==> src/rtl/mem_access_stage_pkg.sv <==
// Shared types and helpers for the MEM stage: FSM states, funct3 codes, byte-enable generation.
package mem_access_pkg;

  typedef enum logic [1:0] {IDLE, REQ, RESP} state_t;

  typedef enum logic [1:0] {SZ_B, SZ_H, SZ_W} size_t;

  localparam logic [2:0] F3_B  = 3'b000;
  localparam logic [2:0] F3_H  = 3'b001;
  localparam logic [2:0] F3_W  = 3'b010;
  localparam logic [2:0] F3_BU = 3'b100;
  localparam logic [2:0] F3_HU = 3'b101;

  // Reserved encodings fall through to word access.
  function automatic size_t f3_size(input logic [2:0] f3);
    case (f3)
      F3_B, F3_BU: return SZ_B;
      F3_H, F3_HU: return SZ_H;
      F3_W:        return SZ_W;
      default:     return SZ_W;
    endcase
  endfunction

  function automatic logic [1:0] align_lo(input logic [2:0] f3, input logic [1:0] a);
    case (f3_size(f3))
      SZ_B:    return a;
      SZ_H:    return {a[1], 1'b0};
      default: return 2'b00;
    endcase
  endfunction

  function automatic logic [3:0] calc_be(input logic [2:0] f3, input logic [1:0] a);
    case (f3_size(f3))
      SZ_B:    return 4'b0001 << a;
      SZ_H:    return 4'b0011 << {a[1], 1'b0};
      default: return 4'b1111;
    endcase
  endfunction

endpackage

==> src/rtl/mem_access_stage_load_align.sv <==
// Lane selection and sign/zero extension of load data by funct3 and the aligned low address bits.
module load_align
  import mem_access_pkg::*;
(
  input  logic [2:0]  funct3,
  input  logic [1:0]  addr_lo,
  input  logic [31:0] rdata,
  output logic [31:0] data
);

  logic [7:0]  lane_b;
  logic [15:0] lane_h;

  always_comb begin
    case (addr_lo)
      2'd0:    lane_b = rdata[7:0];
      2'd1:    lane_b = rdata[15:8];
      2'd2:    lane_b = rdata[23:16];
      default: lane_b = rdata[31:24];
    endcase
    lane_h = addr_lo[1] ? rdata[31:16] : rdata[15:0];

    case (funct3)
      F3_B:    data = {{24{lane_b[7]}}, lane_b};
      F3_BU:   data = {24'b0, lane_b};
      F3_H:    data = {{16{lane_h[15]}}, lane_h};
      F3_HU:   data = {16'b0, lane_h};
      default: data = rdata;
    endcase
  end

endmodule

==> src/rtl/mem_access_stage.sv <==
// MEM pipeline stage: load/store over req/gnt/rvalid, stalls IE while busy, registered writeback.
// Optional misaligned-access trap enabled by MEM_ACCESS_MISALIGN_TRAP_EN.
module mem_access_stage
  import mem_access_pkg::*;
#(
  parameter int unsigned DMEM_ADDR_W = 32,
  parameter int unsigned WB_HOLD     = 0
) (
  input  logic                   clk,
  input  logic                   rst_n,
  input  logic                   ex_valid,
  output logic                   ex_ready,
  input  logic [31:0]            ex_alu_result,
  input  logic [31:0]            ex_rs2_value,
  input  logic [4:0]             ex_rd_addr,
  input  logic                   ex_rd_wen,
  input  logic                   ex_is_load,
  input  logic                   ex_is_store,
  input  logic [2:0]             ex_funct3,
  output logic                   dmem_req,
  output logic                   dmem_we,
  output logic [DMEM_ADDR_W-1:0] dmem_addr,
  output logic [3:0]             dmem_be,
  output logic [31:0]            dmem_wdata,
  input  logic                   dmem_gnt,
  input  logic                   dmem_rvalid,
  input  logic [31:0]            dmem_rdata,
  output logic                   wb_valid,
  output logic                   wb_wen,
  output logic [4:0]             wb_rd_addr,
  output logic [31:0]            wb_data,
  output logic                   misalign_trap
);

  state_t      state;
  logic        is_load_q;
  logic [2:0]  f3_q;
  logic [1:0]  lo_q;
  logic [4:0]  rd_q;
  logic        wen_q;

  logic        accept;
  logic        is_mem;
  logic        take_trap;
  size_t       sz;
  logic [1:0]  lo;
  logic [31:0] word_addr;
  logic [31:0] store_data;
  logic [31:0] load_data;

  assign ex_ready = (state == IDLE);

  always_comb begin
    accept    = ex_valid && ex_ready;
    is_mem    = ex_is_load || ex_is_store;
    sz        = f3_size(ex_funct3);
    lo        = align_lo(ex_funct3, ex_alu_result[1:0]);
    word_addr = {ex_alu_result[31:2], 2'b00};
    case (sz)
      SZ_B:    store_data = {4{ex_rs2_value[7:0]}};
      SZ_H:    store_data = {2{ex_rs2_value[15:0]}};
      default: store_data = ex_rs2_value;
    endcase
  end

`ifdef MEM_ACCESS_MISALIGN_TRAP_EN
  always_comb begin
    take_trap = ((sz == SZ_H) && ex_alu_result[0]) ||
                ((sz == SZ_W) && (ex_alu_result[1:0] != 2'b00));
  end
`else
  always_comb begin
    take_trap = 1'b0;
  end
`endif

  load_align u_load_align (
    .funct3  (f3_q),
    .addr_lo (lo_q),
    .rdata   (dmem_rdata),
    .data    (load_data)
  );

  always_ff @(posedge clk or negedge rst_n) begin
    if (!rst_n) begin
      state         <= IDLE;
      is_load_q     <= 1'b0;
      f3_q          <= '0;
      lo_q          <= '0;
      rd_q          <= '0;
      wen_q         <= 1'b0;
      dmem_req      <= 1'b0;
      dmem_we       <= 1'b0;
      dmem_addr     <= '0;
      dmem_be       <= '0;
      dmem_wdata    <= '0;
      wb_valid      <= 1'b0;
      wb_wen        <= 1'b0;
      wb_rd_addr    <= '0;
      wb_data       <= '0;
      misalign_trap <= 1'b0;
    end else begin
      // Writeback fields are pulses unless the hold option keeps the last bundle visible.
      wb_valid      <= 1'b0;
      misalign_trap <= 1'b0;
      if (WB_HOLD == 0) begin
        wb_wen     <= 1'b0;
        wb_rd_addr <= '0;
        wb_data    <= '0;
      end

      case (state)
        IDLE: begin
          if (accept) begin
            if (!is_mem) begin
              wb_valid   <= 1'b1;
              wb_wen     <= ex_rd_wen;
              wb_rd_addr <= ex_rd_addr;
              wb_data    <= ex_alu_result;
            end else if (take_trap) begin
              wb_valid      <= 1'b1;
              wb_wen        <= 1'b0;
              wb_rd_addr    <= ex_rd_addr;
              wb_data       <= '0;
              misalign_trap <= 1'b1;
            end else begin
              state      <= REQ;
              dmem_req   <= 1'b1;
              dmem_we    <= !ex_is_load;
              dmem_addr  <= word_addr[DMEM_ADDR_W-1:0];
              dmem_be    <= calc_be(ex_funct3, ex_alu_result[1:0]);
              dmem_wdata <= store_data;
              is_load_q  <= ex_is_load;
              f3_q       <= ex_funct3;
              lo_q       <= lo;
              rd_q       <= ex_rd_addr;
              wen_q      <= ex_rd_wen;
            end
          end
        end

        REQ: begin
          if (dmem_gnt) begin
            dmem_req <= 1'b0;
            if (is_load_q) begin
              state <= RESP;
            end else begin
              state      <= IDLE;
              wb_valid   <= 1'b1;
              wb_wen     <= 1'b0;
              wb_rd_addr <= rd_q;
              wb_data    <= '0;
            end
          end
        end

        RESP: begin
          if (dmem_rvalid) begin
            state      <= IDLE;
            wb_valid   <= 1'b1;
            wb_wen     <= wen_q;
            wb_rd_addr <= rd_q;
            wb_data    <= load_data;
          end
        end

        default: state <= IDLE;
      endcase
    end
  end

endmodule

==> config.mk <==
export PLATFORM = sky130hd
export DESIGN_NAME = mem_access_stage
export DESIGN_NICKNAME = d
export VERILOG_FILES = /design/src/rtl/mem_access_stage_pkg.sv /design/src/rtl/mem_access_stage_load_align.sv /design/src/rtl/mem_access_stage.sv
export SDC_FILE = /design/constraint.sdc
export NUM_CORES = 1
export LEC_CHECK = 0
export CAP_MARGIN = 30
export CORE_MARGIN = 2
export CORE_UTILIZATION = 47
export DETAILED_ROUTE_END_ITERATION = 6
export PLACE_DENSITY_LB_ADDON = 0.12
export SLEW_MARGIN = 40
export SYNTH_ARGS = -nofsm -noshare
export SYNTH_HDL_FRONTEND = slang
export SYNTH_SLANG_ARGS = --single-unit
==> constraint.sdc <==
create_clock -name clk -period 3.45 [get_ports clk]
set_input_delay 1.035 -clock clk [delete_from_list [all_inputs] [get_ports clk]]
set_output_delay 1.035 -clock clk [all_outputs]
set_load 0.1 [all_outputs]
==> out/qor.yml <==
run_status:
  status: "finished clean"
logic_synthesis:
  yosysSeqAreaShare_pct: 55.3
  synth_edf_count: 0
  syn_area_per_cell_um2: 12.2
  synthArstFlopShare_pct: 100
  synth_cell_type_count: 46
  netlist_instances: 450
  yosysWarnings: 0
  synth-seq-cells: 121
  ys.flop_type: "dfrtp_1"
  synth.cell_area_um2: 5480
final_layout:
  antenna_cells: 0
  fillerInstances: 857
  drive_above_1_share_pct: 34.0
  final_common_cell: "dfrtp_1"
  fin_nets: 775
  area_growth_pct: 46.1
  final_cell_mix: "121 x dfrtp_1, 114 x buf_4, 110 x clkdlybuf4s50_1"
grt:
  antenna_found_initial: 0
  grt_pass1_vias: 4516
  use_met1_pct: 31.1
  grt.total_usage_pct: 24.6
  top_usage_layer: "met2"
  met3_usage_pct: 6.37
  grt_max_degree: 64
  use_met2_pct: 40.3
  grt_overflow: 0
  grt_pass1_wl_um: 24000
placement:
  place_congestion: 0.758
  portBuffers: 219
  hpwl_um: 10500
route:
  viasPerCell: 5.35
  drc: 0
  vias: 4382
  firstDrtPassIters: 4
  wire_per_inst_um: 18.1
  ant_nets: 0
  wirelength_um: 14900
  drtIter0Drc: 181
job:
  drv_cap: 0
timing:
  fin_crit_ns: 2.47
  max_freq_mhz: 405
  finalCritPeriodShare_pct: 71.6
  finalSetupViolations: 0
  fin_skew_ns: 0.00651
  rsz0062_at_grt: "no"
  worst_slew_pin_slew_ns: 0.784
  hold_violations: 0
  slew_violations: 0
  slew_headroom_pct: 47.7
  fin_tns_setup_ns: 0
die:
  fp-row-count: 39
  die_h_um: 112
  core-area_um2: 11400
  die_x_um: 112
  dieArea_um2: 12500
  initial_core_util_pct: 48.0
  io_pins: 223
clock_network:
  cts_tree: "done"
  cts-root-buf: "clkbuf_16"
  cts_setup_buffers: 0
  path_clk_slew_ns: 0.06
  clkSinkCount: 121
  cts_resized: 0
  postCtsHoldBufs: 0
  clockBufferDepth: 2
  clock_latency_ns: 0.41
  cts_buffers: 17
  htree_levels: 4
critical_path:
  path_max_fanout: 60
  crit_type: "in -> reg"
  ff2ff_setup_slack_ns: 1.34
  end_kind: "flip-flop"
  worstSetupStartpointType: "primary input"
  critical_path_required_ns: 3.74
  crit_arrival_ns: 2.76
min_path:
  hold_class: "reg -> reg"
worst paths after layout:
check | from | endpoint | cells after the start
worst max-delay path | ex_is_store | dmem_wdata[7] | 4
worst min-delay path | dmem_be[0] | dmem_be[0] | 2
worst max register to register | lo_q[1] | wb_data[20] | 3
worst min register to register | dmem_be[0] | dmem_be[0] | 2
max in group asynchronous | rst_n | dmem_wdata[20] | 2
min in group asynchronous | rst_n | dmem_addr[29] | 1
logic make-up (layout without fill, tap and decap cells):
kind of cell	after synthesis	in the layout	synth area share, %
multiplexers	91	91	18.2
AND/OR/NAND/NOR	104	104	9.66
flip-flops	121	121	55.3
buffers and inverters	38	262	3.91
AO/OA/AOI/OAI	95	95	12.9
other	1	3	0.0685
worst max-delay path, stage by stage:
cell	delay, ns
clkdlybuf4s50_1	0.56
o21ai_4	0.25
buf_4	0.49
mux2_2	0.40
metrics by stage:
| stage | std cells | area, µm² | worst slack [ns] | util (%) | hold slack [ns] |
|---|---|---|---|---|---|
| 2_1_floorplan | 452 | 5490 | 0.664 | - | 0.461 |
| 3_3_place_gp | 787 | 7480 | 0.613 | 65.5 | 0.465 |
| 3_5_place_dp | 787 | 7480 | 0.567 | 65.5 | 0.473 |
| 4_1_cts | 819 | 8000 | 0.997 | 70.0 | 0.485 |
| 5_1_grt | 819 | 8000 | 0.918 | 70.1 | 0.505 |
| 6_report | 819 | 8000 | 0.980 | 70.1 | 0.481 |
cell type report:
class                      instances  area (µm²)  share of cell area [%]
multi-input combinational        293        2260                    28.2
tap                              143         179                    2.24
clock inverter                     9        50.0                   0.625
inverter                           3        11.3                   0.141
sequential                       121        3030                    37.8
clock buffer                      23         468                    5.85
timing repair buffer             227        2010                    25.1
cell usage after synthesis (2+ instances only):
master,count,area (µm²)
dfrtp_1,121,3030
mux2_2,55,619
o21ai_0,34,170
clkbuf_2,3,15.0
a22o_1,7,61.3
nor3_1,4,20.0
mux2_4,3,45.0
inv_1,2,7.51
and3_2,2,15.0
a21oi_1,12,60.1
mux2i_1,33,330
o31ai_1,4,30.0
buf_4,6,45.0
nor2b_1,10,62.6
buf_8,2,30.0
a221o_2,15,169
nand3_1,8,40.0
nand2_1,39,146
clkbuf_1,11,41.3
o2bb2ai_1,9,78.8
nand2b_1,15,93.8
nor2_1,14,52.6
a32o_1,7,70.1
buf_2,12,60.1
registers in the layout, summed over array words and instances (netlist names):
signal,flops
dmem_wdata,32
wb_data,32
dmem_addr,30
rd_q,5
wb_rd_addr,5
dmem_be,4
f3_q,3
lo_q,2
state,2
dmem_req,1
dmem_we,1
is_load_q,1
wb_valid,1
wb_wen,1
wen_q,1
metal layers:
| layer | wire, µm | up-vias |
|---|---|---|
| li1 | - | 2044 |
| met1 | 6110 | 2134 |
| met2 | 7380 | 176 |
| met3 | 980 | 28 |
| met4 | 388 | 0 |
| met5 | 0 | - |
Power is not shown: default switching activity piles up to over one toggle a cycle in this logic, so the estimate is an artifact.
